==> config.mk <==
export PLATFORM = sky130hd
export DESIGN_NAME = pipe_decoder
export DESIGN_NICKNAME = d
export VERILOG_FILES = /design/src/rtl/riscv_pkg.sv /design/src/rtl/imm_expand.sv /design/src/rtl/pipe_decoder.sv
export SDC_FILE = /design/constraint.sdc
export NUM_CORES = 2
export LEC_CHECK = 0
export ABC_CLOCK_PERIOD_IN_PS = 3500
export BUFFER_PORTS_ARGS = -buffer_cell sky130_fd_sc_hd__buf_2
export CORE_ASPECT_RATIO = 1.2
export CORE_UTILIZATION = 55
export CTS_CLUSTER_SIZE = 20
export DETAILED_ROUTE_END_ITERATION = 10
export GPL_ROUTABILITY_DRIVEN = 0
export PLACE_DENSITY = 0.82
export SLEW_MARGIN = 10
export SYNTH_ARGS = -nofsm -noshare
export SYNTH_HDL_FRONTEND = slang
export SYNTH_SLANG_ARGS = --single-unit
==> constraint.sdc <==
create_clock -name clk -period 3.5 [get_ports clk]
set_input_delay 0.175 -clock clk [delete_from_list [all_inputs] [get_ports clk]]
set_output_delay 0.175 -clock clk [all_outputs]
set_load 0.005 [all_outputs]
==> src/rtl/riscv_pkg.sv <==
// Shared RV32 decode definitions: opcode constants, immediate formats, default width.
// Latency: n/a (types and constants only).
// Backpressure: n/a.
package riscv_pkg;

    localparam int XLEN_DEFAULT = 32;

    localparam logic [6:0] OPC_LUI    = 7'b0110111;
    localparam logic [6:0] OPC_AUIPC  = 7'b0010111;
    localparam logic [6:0] OPC_JAL    = 7'b1101111;
    localparam logic [6:0] OPC_JALR   = 7'b1100111;
    localparam logic [6:0] OPC_BRANCH = 7'b1100011;
    localparam logic [6:0] OPC_LOAD   = 7'b0000011;
    localparam logic [6:0] OPC_STORE  = 7'b0100011;
    localparam logic [6:0] OPC_OP_IMM = 7'b0010011;
    localparam logic [6:0] OPC_OP     = 7'b0110011;

    typedef enum logic [2:0] {
        IMM_I,
        IMM_S,
        IMM_B,
        IMM_U,
        IMM_J
    } imm_fmt_t;

endpackage

==> src/rtl/imm_expand.sv <==
// Immediate extraction: classifies the opcode into an immediate format and sign-extends it.
// Latency: purely combinational.
// Backpressure: none; output follows inst. R-type and unknown opcodes yield fmt_vld=0, imm=0.
module imm_expand
    import riscv_pkg::*;
#(
    parameter int XLEN = XLEN_DEFAULT
) (
    input  logic [31:0]     inst,
    output imm_fmt_t        fmt,
    output logic            fmt_vld,
    output logic [XLEN-1:0] imm
);

    logic [31:0] imm32;

    // Opcode to immediate-format classification
    always_comb begin
        fmt     = IMM_I;
        fmt_vld = 1'b1;
        case (inst[6:0])
            OPC_OP_IMM, OPC_LOAD, OPC_JALR: fmt = IMM_I;
            OPC_STORE:                      fmt = IMM_S;
            OPC_BRANCH:                     fmt = IMM_B;
            OPC_LUI, OPC_AUIPC:             fmt = IMM_U;
            OPC_JAL:                        fmt = IMM_J;
            default:                        fmt_vld = 1'b0;
        endcase
    end

    // Reassemble the scattered immediate bits for the selected format
    always_comb begin
        imm32 = '0;
        if (fmt_vld) begin
            case (fmt)
                IMM_I:   imm32 = {{20{inst[31]}}, inst[31:20]};
                IMM_S:   imm32 = {{20{inst[31]}}, inst[31:25], inst[11:7]};
                IMM_B:   imm32 = {{19{inst[31]}}, inst[31], inst[7], inst[30:25], inst[11:8], 1'b0};
                IMM_U:   imm32 = {inst[31:12], 12'b0};
                IMM_J:   imm32 = {{11{inst[31]}}, inst[31], inst[19:12], inst[20], inst[30:21], 1'b0};
                default: imm32 = '0;
            endcase
        end
    end

    assign imm = XLEN'($signed(imm32));

endmodule

==> src/rtl/pipe_decoder.sv <==
// RV32 decode stage with register file, pending-write scoreboard and registered ID/EX slot.
// Latency: 1 cycle from accept to out_valid. Optional WB bypass via macro REGFILE_BYPASS_EN.
// Backpressure: in_ready drops on flush, RAW/WAW hazard, or a held slot that EX is not consuming.
module pipe_decoder
    import riscv_pkg::*;
#(
    parameter int XLEN  = XLEN_DEFAULT,
    parameter int NREGS = 32
) (
    input  logic            clk,
    input  logic            rstn,
    input  logic            in_valid,
    output logic            in_ready,
    input  logic [31:0]     in_inst,
    input  logic [XLEN-1:0] in_pc,
    input  logic            flush,
    input  logic            wb_en,
    input  logic            wb_kill,
    input  logic [4:0]      wb_addr,
    input  logic [XLEN-1:0] wb_data,
    output logic            out_valid,
    input  logic            out_ready,
    output logic [6:0]      out_opcode,
    output logic [2:0]      out_funct3,
    output logic [6:0]      out_funct7,
    output logic [4:0]      out_rd,
    output logic [XLEN-1:0] out_rdata1,
    output logic [XLEN-1:0] out_rdata2,
    output logic [XLEN-1:0] out_imm,
    output logic [XLEN-1:0] out_pc,
    output logic [XLEN-1:0] out_link,
    output logic            out_illegal
);

    localparam int ADDR_W = $clog2(NREGS);

    typedef struct packed {
        logic [6:0]      opcode;
        logic [2:0]      funct3;
        logic [6:0]      funct7;
        logic [4:0]      rd;
        logic [XLEN-1:0] rdata1;
        logic [XLEN-1:0] rdata2;
        logic [XLEN-1:0] imm;
        logic [XLEN-1:0] pc;
        logic [XLEN-1:0] link;
        logic            illegal;
    } slot_t;

    function automatic logic idx_ok(input logic [4:0] f);
        return ({27'd0, f} < 32'(NREGS));
    endfunction

    logic [XLEN-1:0] regs [NREGS];
    logic [NREGS-1:0] pend_q;
    logic [NREGS-1:0] pend_eff;
    logic [NREGS-1:0] clr_mask;
    logic [NREGS-1:0] set_mask;
    slot_t            slot_q;
    slot_t            slot_d;
    logic             out_vld_q;

    logic [4:0]       rs1_f, rs2_f, rd_f;
    imm_fmt_t         fmt;
    logic             fmt_vld;
    logic [XLEN-1:0]  imm;
    logic             is_r, use_rs1, use_rs2, rd_wr, illegal, hazard;
    logic             wb_ok, wb_wr, wb_clr, accept;
    logic [XLEN-1:0]  rdata1, rdata2;

    assign rs1_f = in_inst[19:15];
    assign rs2_f = in_inst[24:20];
    assign rd_f  = in_inst[11:7];

    imm_expand #(.XLEN(XLEN)) u_imm (
        .inst    (in_inst),
        .fmt     (fmt),
        .fmt_vld (fmt_vld),
        .imm     (imm)
    );

    // Operand usage and legality; unknown opcodes touch no registers
    always_comb begin
        is_r    = (in_inst[6:0] == OPC_OP);
        use_rs1 = is_r || (fmt_vld && fmt != IMM_U && fmt != IMM_J);
        use_rs2 = is_r || (fmt_vld && (fmt == IMM_S || fmt == IMM_B));
        rd_wr   = is_r || (fmt_vld && (fmt == IMM_I || fmt == IMM_U || fmt == IMM_J));
        illegal = !(is_r || fmt_vld)
               || (use_rs1 && !idx_ok(rs1_f))
               || (use_rs2 && !idx_ok(rs2_f))
               || (rd_wr   && !idx_ok(rd_f));
    end

    // Writeback qualification: out-of-range and x0 targets never write nor clear
    always_comb begin
        wb_ok    = idx_ok(wb_addr) && (wb_addr != 5'd0);
        wb_wr    = wb_en && wb_ok;
        wb_clr   = (wb_en || wb_kill) && wb_ok;
        clr_mask = '0;
        if (wb_clr) clr_mask = NREGS'(1) << wb_addr[ADDR_W-1:0];
`ifdef REGFILE_BYPASS_EN
        pend_eff = pend_q & ~clr_mask;
`else
        pend_eff = pend_q;
`endif
    end

    // RAW on used sources and WAW on a written rd
    always_comb begin
        hazard = 1'b0;
        if (use_rs1 && idx_ok(rs1_f) && pend_eff[rs1_f[ADDR_W-1:0]]) hazard = 1'b1;
        if (use_rs2 && idx_ok(rs2_f) && pend_eff[rs2_f[ADDR_W-1:0]]) hazard = 1'b1;
        if (rd_wr && idx_ok(rd_f) && rd_f != 5'd0 && pend_eff[rd_f[ADDR_W-1:0]]) hazard = 1'b1;
    end

    // Register read with x0 forced to zero and optional same-cycle WB forwarding
    always_comb begin
        rdata1 = '0;
        rdata2 = '0;
        if (idx_ok(rs1_f) && rs1_f != 5'd0) rdata1 = regs[rs1_f[ADDR_W-1:0]];
        if (idx_ok(rs2_f) && rs2_f != 5'd0) rdata2 = regs[rs2_f[ADDR_W-1:0]];
`ifdef REGFILE_BYPASS_EN
        if (wb_wr && wb_addr == rs1_f) rdata1 = wb_data;
        if (wb_wr && wb_addr == rs2_f) rdata2 = wb_data;
`endif
    end

    assign in_ready = rstn && !flush && !hazard && (!out_vld_q || out_ready);
    assign accept   = in_valid && in_ready;

    // Next slot contents and scoreboard set for an accepted instruction
    always_comb begin
        slot_d.opcode  = in_inst[6:0];
        slot_d.funct3  = in_inst[14:12];
        slot_d.funct7  = in_inst[31:25];
        slot_d.rd      = rd_f;
        slot_d.rdata1  = rdata1;
        slot_d.rdata2  = rdata2;
        slot_d.imm     = imm;
        slot_d.pc      = in_pc;
        slot_d.link    = in_pc + XLEN'(4);
        slot_d.illegal = illegal;
        set_mask       = '0;
        if (accept && rd_wr && !illegal && rd_f != 5'd0) set_mask = NREGS'(1) << rd_f[ADDR_W-1:0];
    end

    // Register file write at the edge; x0 is never written
    always_ff @(posedge clk or negedge rstn) begin
        if (!rstn) begin
            for (int i = 0; i < NREGS; i++) regs[i] <= '0;
        end else if (wb_wr) begin
            regs[wb_addr[ADDR_W-1:0]] <= wb_data;
        end
    end

    // Scoreboard: clear from WB first, then set from accept
    always_ff @(posedge clk or negedge rstn) begin
        if (!rstn) pend_q <= '0;
        else       pend_q <= (pend_q & ~clr_mask) | set_mask;
    end

    // ID/EX slot: accept replaces, otherwise flush or consume empties it
    always_ff @(posedge clk or negedge rstn) begin
        if (!rstn) begin
            slot_q    <= '0;
            out_vld_q <= 1'b0;
        end else if (accept) begin
            slot_q    <= slot_d;
            out_vld_q <= 1'b1;
        end else if (flush || out_ready) begin
            out_vld_q <= 1'b0;
        end
    end

    assign out_valid   = out_vld_q;
    assign out_opcode  = slot_q.opcode;
    assign out_funct3  = slot_q.funct3;
    assign out_funct7  = slot_q.funct7;
    assign out_rd      = slot_q.rd;
    assign out_rdata1  = slot_q.rdata1;
    assign out_rdata2  = slot_q.rdata2;
    assign out_imm     = slot_q.imm;
    assign out_pc      = slot_q.pc;
    assign out_link    = slot_q.link;
    assign out_illegal = slot_q.illegal;

endmodule

## Word-level counts from Yosys, hierarchy flattened

Index checks and enable logic that the tools add are counted.

- Register bits: 1,240
- Input bits: 108
- Output and inout bits: 185

- Add/sub/neg operators: 1
- Magnitude comparators: 7
- Equality and inequality tests: 15
- Shift-type cells: 2
- Multiplexer cells: 28
- Bitwise operators: 6
- Reduce and logical (&&, ||, !) cells: 40

Operators by type and width:

| operator | count |
|---|---|
| $bwmux 1024 | 1 |
| $bmux 32 s5 | 2 |
| $mux 32 | 10 |
| $demux 32 s5 | 1 |
| $pmux 32 s5 | 1 |
| $shl 1x5->32 const A | 2 |
| $add 32x3->32 const B | 1 |
| $and 32x32->32 | 1 |
| $not 32->32 | 1 |
| $or 32x32->32 | 1 |
| $eq 7x6->1 const B | 3 |
| $eq 7x7->1 const B | 3 |
| $reduce_bool 5->1 | 4 |
| $ge 6x6->1 const B | 3 |
| $logic_and 1x1->1 | 18 |
| $lt 5x6->1 const B | 3 |
| $not 5->6 | 3 |
| $bmux 1 s5 | 3 |
| $eq 7x5->1 const B | 2 |
| $pmux 3 s4 | 1 |
| $logic_or 1x1->1 | 10 |
| $mux 1 | 9 |
| $reduce_or 8->1 | 1 |
| $eq 7x2->1 const B | 1 |
| 10 further kinds | 14 |

## Depth between registers and ports, before layout

- Word-level depth: 20
- Gate-level depth with buffers: 12

## Cells and area by module

Synthesis repeated with hierarchy kept, for this count alone.

- Cell total of the unflattened synthesis: 4,065
- Area total of the unflattened synthesis: 64,280.4 µm²

By module, submodules not included:

| module | times used | cells each | area an instance (µm²) | seq. area each (µm²) |
|---|---|---|---|---|
| pipe_decoder | 1 | 3,965 | 63,649.8 | 30,979.7 |
| imm_expand | 1 | 100 | 630.6 | 0.0 |

## Worst setup path before layout

No wires, ideal clock.

- Path kind: in2reg
- Start: input in_inst[20]
- End: register slot_q, in the netlist out_rdata2[13]
- Arrival: 2.510 ns
- Slack: 0.865 ns
- Stages: 8
- Path buffers: 3
- Cell sequence: buf_4 > buf_2 > clkbuf_1 > mux4_2 > mux4_2 > a21oi_1 > nor2_1 > mux2_2

- Word-level cells in the longest chain between the ends: 9

RTL lines:

| item | RTL line | RTL |
|---|---|---|
| from (decl) | pipe_decoder.sv:14 | `input logic [31:0] in_inst,` |
| $bmux 1 s5 | pipe_decoder.sv:112 | `if (use_rs2 && idx_ok(rs2_f) && pend_eff[rs2_f[ADDR_W-1:0]]) hazard = 1'b1;` |
| $mux 1 (not written as such) | pipe_decoder.sv:112 |  |
| $logic_and 1x1->1 | pipe_decoder.sv:112 |  |
| $mux 1 | pipe_decoder.sv:112 |  |
| $mux 1 | pipe_decoder.sv:113 | `if (rd_wr && idx_ok(rd_f) && rd_f != 5'd0 && pend_eff[rd_f[ADDR_W-1:0]]) hazard = 1'b1;` |
| $logic_not 1->1 | pipe_decoder.sv:128 | `assign in_ready = rstn && !flush && !hazard && (!out_vld_q \|\| out_ready);` |
| $logic_and 1x1->1 (2 in series) | pipe_decoder.sv:128 |  |
| $logic_and 1x1->1 | pipe_decoder.sv:129 | `assign accept = in_valid && in_ready;` |
| to (signal assigned) | pipe_decoder.sv:168 | `slot_q <= slot_d;` |
| to (decl) | pipe_decoder.sv:59 | `slot_t slot_q;` |

Several ways; a longest one is shown, not always the timed one. The select of a mux whose other input is x is not followed.
A chain may end at the register's enable or synchronous reset.

## Worst setup path after layout

- Start: register pend_q[17], in the netlist pend_eff[17]
- End: register out_vld_q, in the netlist out_valid

- Word-level cells in the longest chain between the ends: 11

RTL lines:

| item | RTL line | RTL |
|---|---|---|
| from (decl) | pipe_decoder.sv:55 | `logic [NREGS-1:0] pend_q;` |
| from (signal assigned) | pipe_decoder.sv:159 | `else pend_q <= (pend_q & ~clr_mask) \| set_mask;` |
| $bmux 1 s5 | pipe_decoder.sv:111 | `if (use_rs1 && idx_ok(rs1_f) && pend_eff[rs1_f[ADDR_W-1:0]]) hazard = 1'b1;` |
| $mux 1 (not written as such) | pipe_decoder.sv:111 |  |
| $logic_and 1x1->1 | pipe_decoder.sv:111 |  |
| $mux 1 | pipe_decoder.sv:111 |  |
| $mux 1 | pipe_decoder.sv:112 |  |
| $mux 1 * | pipe_decoder.sv:113 |  |
| $logic_not 1->1 * | pipe_decoder.sv:128 |  |
| $logic_and 1x1->1 * (2 in series) | pipe_decoder.sv:128 |  |
| $logic_and 1x1->1 * | pipe_decoder.sv:129 |  |
| $mux 1 or $reduce_bool 2->1 (tied branches) | n/a |  |
| to (signal assigned) | pipe_decoder.sv:166 | `out_vld_q <= 1'b0;` |
| to (signal assigned) | pipe_decoder.sv:169 | `out_vld_q <= 1'b1;` |
| to (signal assigned) | pipe_decoder.sv:171 | `out_vld_q <= 1'b0;` |
| to (decl) | pipe_decoder.sv:61 | `logic out_vld_q;` |

Every way passes the cells marked *; elsewhere a longest branch is shown, timed or not. The select of a mux whose other input is x is not followed.

==> reports/qor.txt <==
Synth Instances: 4156
Post-synth top cells: dfrtp_1, mux2_2, mux4_2
FF/Latch Area: 0.0310 sq mm
EDFF count, synth: 0
Core Area: 0.116 sq mm
post-synthesis sequential area ratio: 48.2%
Total Neg Setup Slack: 0 ps
Worst Setup Slack, final: 445 ps
Worst path top cell family by delay: buffers and inverters
clk sink count: 1238
post-DP HPWL: 104 mm
Die X: 314 um
Period minus WS final: 3050 ps
Worst-path clk slew: 60 ps
Distinct cells, synth: 57
P_leak: 31.3 nW
Mapped Nets: 4265
initial antenna violation count: 12
CP max stage delay: 560 ps
# fillers: 8063
share of layout cells above drive strength 1: 53.2%
status: completed
CP bufs+invs: 2
top cell type by total area after synthesis: dfrtp_1
asr flop ratio synth: 100%
fin. max-slew vios: 0
area share of the leading cell type in the synthesized netlist: 48.2%
Final Hold Viols: 0
highest clock rate: 0.327 GHz
DR DRC count: 0
Finished Cell Area: 0.0720 sq mm
Placed Area: 0.0673 sq mm
first-pass GRT wire length: 277 mm
H-tree depth: 3
RSZ-0062 raised after global routing: false
pre-CTS setup slack: 492 ps
Area growth syn-to-layout: 12.1%
CP Cell Sequence: mux4_2, mux2_2, a221o_1, a22oi_2, nand3_4, buf_12, o21ai_1, dlygate4sd3_1
Wirelength per Cell: 31.0 um
syn avg cell area: 15.5 sq um
pwr/cell area: 566 mW/mm^2
pin count of the biggest net entering global routing: 166
DR pass1 iterations: 6
Max Cap Viol: 0
vias in the first global route: 42400
CP Capture Type: register
Multi-input gate area: 0.0315 sq mm
DR iter-0 viols: 4669
Die Area: 0.118 sq mm
via count: 40900
crit path max-delay cell type: dlygate4sd3_1
Resize count post-CTS: 0
CP arrival: 3730 ps
startpoint types: register
WL final: 184 mm
Clock Tree Root: clkbuf_16
CP required: 4170 ps
max_slew headroom: 30.6%
Final period util: 87.3%
most instantiated library cell after synthesis: dfrtp_1
GRT Overall Usage: 31.7%
clk_skew: 28.3 ps
Port Buffer Count: 292
Worst Max-Slew Pin Slew: 1040 ps
Warnings, synthesis: 0
IO Pins: 293
Vias per Instance: 6.90
Worst IR Drop VDD: 0.438 mV
CTS tree: yes
HP Class: in -> reg
register bit total from synthesis: 1238
Initial Utilization: 55.4%
nets@finish: 4398
Die Y: 376 um
# rows: 137
Num CTS Buffers: 116
grt ovf: 0
Setup CP Type: reg -> reg
Finished Core Util: 62.1%
CTS max path bufs: 3
final setup violation count: 0
critical path peak fanout: 54
main area contributors after synthesis: dfrtp_1, mux4_2, mux2_2, mux2_1, clkbuf_1
Final Hold Slack: 25.2 ps
worst skew pair latency: 740 ps
Routed Antenna Nets: 0
Synth Flop Type: dfrtp_1
post-synthesis cell area: 0.0643 sq mm
-- flip-flops by register name, summed over array words and instances, names as in the netlist --
signal,cells
regs,1024
out_link,32
out_funct3,3
pend_eff,32
out_valid,1
out_imm,32
out_pc,30
out_rd,5
out_rdata1,32
out_rdata2,32
out_opcode,7
out_illegal,1
out_funct7,7
-- worst paths after layout --
path / startpoint / endpoint / slack [ps] / cells past startpoint
worst min-delay path: in_inst[8] / out_rd[1]$_DFFE_PN0P_ / 30 / 2
max in group asynchronous: rstn / regs[15]$_DFFE_PN0P_ / 1750 / 4
worst max register to register: pend_eff[17]$_DFF_PN0_ / out_valid$_DFFE_PN0P_ / 450 / 8
worst min register to register: regs[1017]$_DFFE_PN0P_ / regs[1017]$_DFFE_PN0P_ / 390 / 0
min in group asynchronous: rstn / regs[249]$_DFFE_PN0P_ / 110 / 3
worst max-delay path: pend_eff[17]$_DFF_PN0_ / out_valid$_DFFE_PN0P_ / 450 / 8
-- power breakdown --
part / switching [mW] / internal, mW
Combinational: 3.20 / 5.12
Clock: 5.76 / 7.62
Sequential: 2.02 / 17.0
Total: 11.0 / 29.8
-- logic make-up after synthesis --
| family | share of synthesized area [%] |
|---|---|
| buffers and inverters | 3.15 |
| AOI/OAI and AO/OA | 1.80 |
| xor gates and xnor gates | 0.382 |
| muxes | 44.1 |
| and+or+nand+nor | 2.30 |
| DFF | 48.2 |
| adders and majority gates | 0.0195 |
-- through the flow --
step | power, mW | instances
global placement | 26.8 | 5636
global route | 42.3 | 5922
detailed placement | 27.4 | 5636
finish | 40.8 | 5926
floorplan | 24.5 | 4156
CTS | 40.8 | 5918
-- per-layer routing --
layer / GRT usage (%) / up-vias / wire [um]
li1: - / 16200 / -
met1: 41.9 / 21900 / 68800
met2: 49.4 / 2348 / 86800
met3: 8.23 / 502 / 19400
met4: 14.2 / 10 / 8590
met5: 0 / - / 60
-- final cells by class --
cell class | count | share of cell area, %
tap | 1529 | 2.66
sequential | 1238 | 43.0
timing repair buffer | 467 | 4.88
inverter | 17 | 0.0886
antenna | 8 | 0.0278
clock inverter | 55 | 0.875
multi-input combinational | 2449 | 43.7
clock buffer | 163 | 4.74
-- layout by cell type, fill, tap and decap left out, drive strengths merged, types with 5 or more instances in the layout --
master | synthesis | layout
a21oi | 55 | 55
a22oi | 5 | 5
and2 | 7 | 7
and3 | 13 | 13
buf | 147 | 404
bufinv | 0 | 11
clkbuf | 305 | 163
clkinv | 1 | 31
clkinvlp | 0 | 10
dfrtp | 1238 | 1238
diode | 0 | 8
dlygate4sd3 | 0 | 63
inv | 16 | 20
mux2 | 1227 | 1227
mux2i | 80 | 80
mux4 | 608 | 608
nand2 | 83 | 83
nand2b | 13 | 13
nand3 | 26 | 26
nand3b | 5 | 5
nand4 | 7 | 7
nor2 | 85 | 85
nor2b | 22 | 22
nor3 | 32 | 32
o21ai | 51 | 51
o22ai | 52 | 52
o31ai | 16 | 16
xnor2 | 18 | 18
xor2 | 10 | 10
-- timing repair --
item	CTS	global route
buffers inserted	0	0
hold endpoints to repair	901	0
hold buffers	64	0
No activity file was read; power rests on OpenSTA's default activity.
